File: src/rtl/sw_alloc.sv
// sw_alloc: switch allocator for the router.
// Grants each output channel to one requesting input port at a time using a
// per-output round-robin arbiter. It drives the crossbar select lines and
// holds each grant until the output's transmitter reports packet completion.
//
// Handshake (sw_req / sw_gnt): level-based. An input raises sw_req with its
// target output on sw_chnl and holds both. sw_gnt rises one cycle after the
// request is accepted and stays high until tx_done on that output, or until
// the input drops sw_req (abort). After a completed packet the same request
// level is never granted twice; the input must drop sw_req for at least one
// cycle before its next request is seen.
//
// Ports:
//   clk        clock, all state updates on posedge
//   reset      synchronous active-low reset
//   sw_req     per input: level request
//   sw_chnl    per input: requested output index, input i at [i*CB +: CB]
//   sw_gnt     per input: registered grant level
//   tx_done    per output: one-cycle end-of-packet pulse
//   xbar_sel   per output: index of the input driving it
//   xbar_vld   per output: channel allocated, xbar_sel valid
//   chnl_err   per input: sticky out-of-range channel request flag
//   fsm_state  per output: 2-bit allocator state (debug), output o at [2*o +: 2]
module sw_alloc #(
  parameter int PORTS        = 5,
  parameter int CHANNEL_BITS = 3
) (
  input  logic                         clk,
  input  logic                         reset,
  input  logic [PORTS-1:0]             sw_req,
  input  logic [PORTS*CHANNEL_BITS-1:0] sw_chnl,
  output logic [PORTS-1:0]             sw_gnt,
  input  logic [PORTS-1:0]             tx_done,
  output logic [PORTS*CHANNEL_BITS-1:0] xbar_sel,
  output logic [PORTS-1:0]             xbar_vld,
  output logic [PORTS-1:0]             chnl_err,
  output logic [2*PORTS-1:0]           fsm_state
);

  localparam int CB = CHANNEL_BITS;
  localparam logic [1:0] ST_IDLE    = 2'd0;
  localparam logic [1:0] ST_GRANT   = 2'd1;
  localparam logic [1:0] ST_RELEASE = 2'd2;
  localparam logic [CB:0]   PORTS_W = (CB+1)'(PORTS);
  localparam logic [CB-1:0] LAST    = CB'(PORTS - 1);

  logic [1:0]    state_q [PORTS];
  logic [1:0]    state_d [PORTS];
  logic [CB-1:0] ptr_q   [PORTS];
  logic [CB-1:0] ptr_d   [PORTS];
  logic [CB-1:0] sel_q   [PORTS];
  logic [CB-1:0] sel_d   [PORTS];
  logic [CB-1:0] chnl    [PORTS];
  logic [PORTS-1:0] in_range;
  logic [PORTS-1:0] served_q, served_d;
  logic [PORTS-1:0] gnt_d, vld_d, err_d;

  always_comb begin
    for (int i = 0; i < PORTS; i++) begin
      chnl[i]     = sw_chnl[i*CB +: CB];
      in_range[i] = ({1'b0, chnl[i]} < PORTS_W);
    end
  end

  always_comb begin
    logic          found;
    logic [CB:0]   idx;
    logic [CB-1:0] cand;
    logic [CB-1:0] win;
    found    = 1'b0;
    idx      = '0;
    cand     = '0;
    win      = '0;
    gnt_d    = sw_gnt;
    vld_d    = xbar_vld;
    err_d    = chnl_err | (sw_req & ~in_range);
    // A low request level re-arms the input; a tx_done set below wins over this.
    served_d = served_q & sw_req;
    for (int o = 0; o < PORTS; o++) begin
      state_d[o] = state_q[o];
      ptr_d[o]   = ptr_q[o];
      sel_d[o]   = sel_q[o];
      found      = 1'b0;
      win        = '0;
      case (state_q[o])
        ST_IDLE: begin
          // Scan ptr, ptr+1, ... wrapping at PORTS (not at 2^CB).
          for (int k = 0; k < PORTS; k++) begin
            idx = {1'b0, ptr_q[o]} + (CB+1)'(k);
            if (idx >= PORTS_W) idx = idx - PORTS_W;
            cand = idx[CB-1:0];
            if (!found && sw_req[cand] && (chnl[cand] == CB'(o)) &&
                !served_q[cand] && !sw_gnt[cand]) begin
              found = 1'b1;
              win   = cand;
            end
          end
          if (found) begin
            gnt_d[win] = 1'b1;
            vld_d[o]   = 1'b1;
            sel_d[o]   = win;
            ptr_d[o]   = (win == LAST) ? '0 : win + 1'b1;
            state_d[o] = ST_GRANT;
          end
        end
        ST_GRANT: begin
          if (tx_done[o] || !sw_req[sel_q[o]]) begin
            gnt_d[sel_q[o]] = 1'b0;
            vld_d[o]        = 1'b0;
            state_d[o]      = ST_RELEASE;
            if (tx_done[o]) served_d[sel_q[o]] = 1'b1;
          end
        end
        ST_RELEASE: state_d[o] = ST_IDLE;
        default:    state_d[o] = ST_IDLE;
      endcase
    end
  end

  always_ff @(posedge clk) begin
    if (!reset) begin
      sw_gnt   <= '0;
      xbar_vld <= '0;
      chnl_err <= '0;
      served_q <= '0;
      for (int o = 0; o < PORTS; o++) begin
        state_q[o] <= ST_IDLE;
        ptr_q[o]   <= '0;
        sel_q[o]   <= '0;
      end
    end else begin
      sw_gnt   <= gnt_d;
      xbar_vld <= vld_d;
      chnl_err <= err_d;
      served_q <= served_d;
      for (int o = 0; o < PORTS; o++) begin
        state_q[o] <= state_d[o];
        ptr_q[o]   <= ptr_d[o];
        sel_q[o]   <= sel_d[o];
      end
    end
  end

  always_comb begin
    for (int o = 0; o < PORTS; o++) begin
      xbar_sel[o*CB +: CB] = sel_q[o];
      fsm_state[2*o +: 2]  = state_q[o];
    end
  end

endmodule

File: config.mk
export PLATFORM = sky130hd
export DESIGN_NAME = sw_alloc
export DESIGN_NICKNAME = d
export VERILOG_FILES = /design/src/rtl/sw_alloc.sv
export SDC_FILE = /design/constraint.sdc
export NUM_CORES = 1
export LEC_CHECK = 0
export BUFFER_PORTS_ARGS = -buffer_cell sky130_fd_sc_hd__buf_4
export CORE_UTILIZATION = 30
export DETAILED_ROUTE_END_ITERATION = 7
export PLACE_DENSITY = 0.47
export SYNTH_ARGS = -nofsm -noshare
export SYNTH_HDL_FRONTEND = slang
export SYNTH_SLANG_ARGS = --single-unit
File: constraint.sdc
create_clock -name clk -period 6.2 [get_ports clk]
set_input_delay 1.86 -clock clk [delete_from_list [all_inputs] [get_ports clk]]
set_output_delay 1.86 -clock clk [all_outputs]
set_load 0.02 [all_outputs]
==> impl_metrics.ini <==
[drt]
viasPerCell = 5.78
drc = 0
drt_wl_total_mm = 30.7
drt-initial-drc-count = 786
num_vias = 9005
wl_per_cell_um = 19.7
first_pass_iters = 5
ant_nets = 0

[floorplan]
die-width_um = 169
fp.coreArea_mm2 = 0.0271
dieHeight_um = 169
dieArea_mm2 = 0.0284
initial_core_util = 0.307
pin_count = 67
fp-row-count = 60

[logic_synthesis]
synth_nets = 1213
synth.distinct_cells = 99
netlist_area_mm2 = 0.00832
yosysWarningCount = 0
ys_ff_latch = 60
async_reset_ff_frac = 0
synth-main-ff-cell = dfxtp_1
ys_seq_area_frac = 0.144
synth_edf_count = 0
avgSynthCellArea_um2 = 7.33
synthCells = 1135

[timing]
finalMaxSlewViolations = 0
fmax_mhz = 186
grt_setup_unrepaired = no
tightest_slew_ps = 1070
setup_tns_ps = 0
fin_crit_sh = 0.868
slew_headroom = 0.274
clock_skew_ps = 7.88
fin_crit_ps = 5380
hold_viol = 0
setup_viol = 0
hold_ws_ps = 446

[clock_network]
cts_buffers = 9
cts_setup_buffers = 0
cts_root_buf = clkbuf_16
cts_tree = built
clock_latency_ps = 330
path_clk_slew_ps = 50
clockBufferDepth = 2
ctsHtreeMaxLevel = 3
clock_sinks = 60
cts_hold_buf = 0
cts_resized = 0

[flow_run]
drv_cap = 0

[grt]
globalRouteOverflowTotal = 0
grt.total_usage = 0.214
grt_max_degree = 50
grt_pass1_vias = 8380
grt_pass1_wl_mm = 48.0
grt_antenna_before_repair = 0

[setup_path]
critPathArrivalTime_ps = 5610
startpoint_type = input pin
endpoint_kind = flip-flop
critPathMaxFanout = 6
critical_path_class = input pin to flip-flop
crit_required_ps = 6430

[layout]
regArea_mm2 = 0.00120
nNetsFinal = 1260
fill_cells = 2941
multi_input_area_mm2 = 0.00669
drive_above_1_share = 0.138
area_delta_synth_final_pct = 14.4
antenna_cells = 0

[worst_hold_path]
hold_path_class = flip-flop to flip-flop

[pwr]
max-vdd-ir-drop_v = 0.000160
p_per_area_mw_per_mm2 = 477
leakage_nw = 3.71

[place]
port_buffers = 66
gp_congestion = 0.938
place_hpwl_mm = 24.5

[outcome]
outcome = complete, no violations
sequential cells by signal (all words and copies together) (netlist names):
name / flops
xbar_vld: 5
ptr_q: 15
sw_gnt: 5
state_q: 10
sel_q: 15
served_q: 5
chnl_err: 5
per-layer routing:
metal | part of all wire | GRT usage | up-vias
met3 | 0.048 | 0.0241 | 33
met1 | 0.47 | 0.296 | 4317
li1 | - | - | 4364
met2 | 0.47 | 0.361 | 291
met4 | 0.012 | 0.0356 | 0
met5 | 0 | 0 | -
cell usage after synthesis (all sizes together) (6+ instances only):
library cell / instances / share of area
a211o: 6 / 0.0063
a211oi: 17 / 0.016
mux2: 9 / 0.012
or2: 14 / 0.011
and3: 20 / 0.015
nand3: 48 / 0.029
nor3: 34 / 0.022
nor2: 135 / 0.061
nor4: 16 / 0.012
a21oi: 81 / 0.049
or3: 10 / 0.0075
clkbuf: 33 / 0.015
a21o: 13 / 0.012
a22oi: 7 / 0.0063
ha: 46 / 0.069
o221a: 6 / 0.0081
o211ai: 7 / 0.0063
mux4: 8 / 0.022
nand2: 81 / 0.037
mux2i: 51 / 0.063
buf: 14 / 0.010
nor4b: 6 / 0.0089
a32oi: 11 / 0.012
nor2b: 28 / 0.021
inv: 55 / 0.025
and3b: 6 / 0.0063
dfxtp: 60 / 0.14
xnor2: 28 / 0.030
o21ai: 46 / 0.029
nand4: 12 / 0.0090
o221ai: 7 / 0.0074
nor3b: 8 / 0.0086
and2: 11 / 0.0083
o31ai: 10 / 0.011
nand3b: 10 / 0.0090
nand4b: 6 / 0.0063
a31oi: 16 / 0.013
a221oi: 8 / 0.0092
nand2b: 35 / 0.026
o22ai: 16 / 0.012
layout by cell type (no fill, tap or decap), types with 9 or more instances in the layout:
| cell | instances |
|---|---|
| a31oi_1 | 15 |
| a21o_1 | 13 |
| ha_1 | 46 |
| nand3b_1 | 10 |
| nand2b_1 | 35 |
| and3_1 | 20 |
| and2_1 | 10 |
| nor2b_1 | 28 |
| dfxtp_1 | 60 |
| clkbuf_16 | 9 |
| nand2_1 | 81 |
| o21ai_0 | 44 |
| or2_2 | 12 |
| or3_1 | 10 |
| nand4_1 | 12 |
| mux2i_1 | 50 |
| a32oi_1 | 11 |
| nor2_1 | 135 |
| mux2_2 | 9 |
| a211oi_1 | 16 |
| buf_4 | 83 |
| nor4_1 | 16 |
| o22ai_1 | 16 |
| xnor2_1 | 27 |
| nor3_1 | 32 |
| nand3_1 | 48 |
| inv_1 | 53 |
| a21oi_1 | 80 |
worst max-delay path, cell delays in order:
cell and delay, ps:
buf_4 140, or4b_2 720, nor3b_1 540, mux4_2 370, a21boi_1 130, and3_1 270
and3_1 180, a221oi_2 480, inv_1 190, ha_1 250, nor2_1 80, mux2_2 150
nor2_1 40, a211oi_1 210
path summary, 6_finish.rpt:
check	from	endpoint	slack, ps	cells past startpoint
worst min-delay path	chnl_err[4]	chnl_err[4]	450	2
worst max register to register	ptr_q[0][7]	ptr_q[0][8]	1290	12
worst min register to register	chnl_err[4]	chnl_err[4]	450	2
worst max-delay path	sw_chnl[9]	ptr_q[0][14]	820	14
logic make-up after synthesis:
group / after synthesis / synth area share
flip-flops: 60 / 0.144
AO/OA/AOI/OAI: 320 / 0.274
XOR/XNOR: 32 / 0.0346
multiplexers: 68 / 0.0967
buffers and inverters: 106 / 0.0518
adder cells (fa/ha/maj): 51 / 0.0812
AND/OR/NAND/NOR: 498 / 0.317
metrics by stage:
stage / setup WS, ps / power, mW / utilization / instance area [µm²] / cells
global route: 583 / 4.93 / 0.351 / 9510 / 1559
detailed placement: 540 / 3.96 / 0.339 / 9200 / 1543
CTS: 875 / 4.52 / 0.351 / 9510 / 1559
finish: 820 / 4.54 / 0.351 / 9510 / 1559
floorplan: 1310 / 3.08 / - / 8320 / 1135
global placement: 571 / 3.97 / 0.339 / 9200 / 1543
layout make-up:
| class | count | area share |
|---|---|---|
| multi-input cells | 969 | 0.703 |
| repair buffers | 83 | 0.0655 |
| clock inverters | 5 | 0.00789 |
| inverters | 59 | 0.0233 |
| clock buffers | 11 | 0.0255 |
| flip-flops and latches | 60 | 0.126 |
| well taps | 372 | 0.0489 |
report_power, final:
part           switching, mW  total [mW]  internal [mW]
Combinational           1.98        3.25           1.26
Sequential             0.250       0.749          0.499
Clock                  0.183       0.544          0.361
Power figures use the tool's default switching activity.
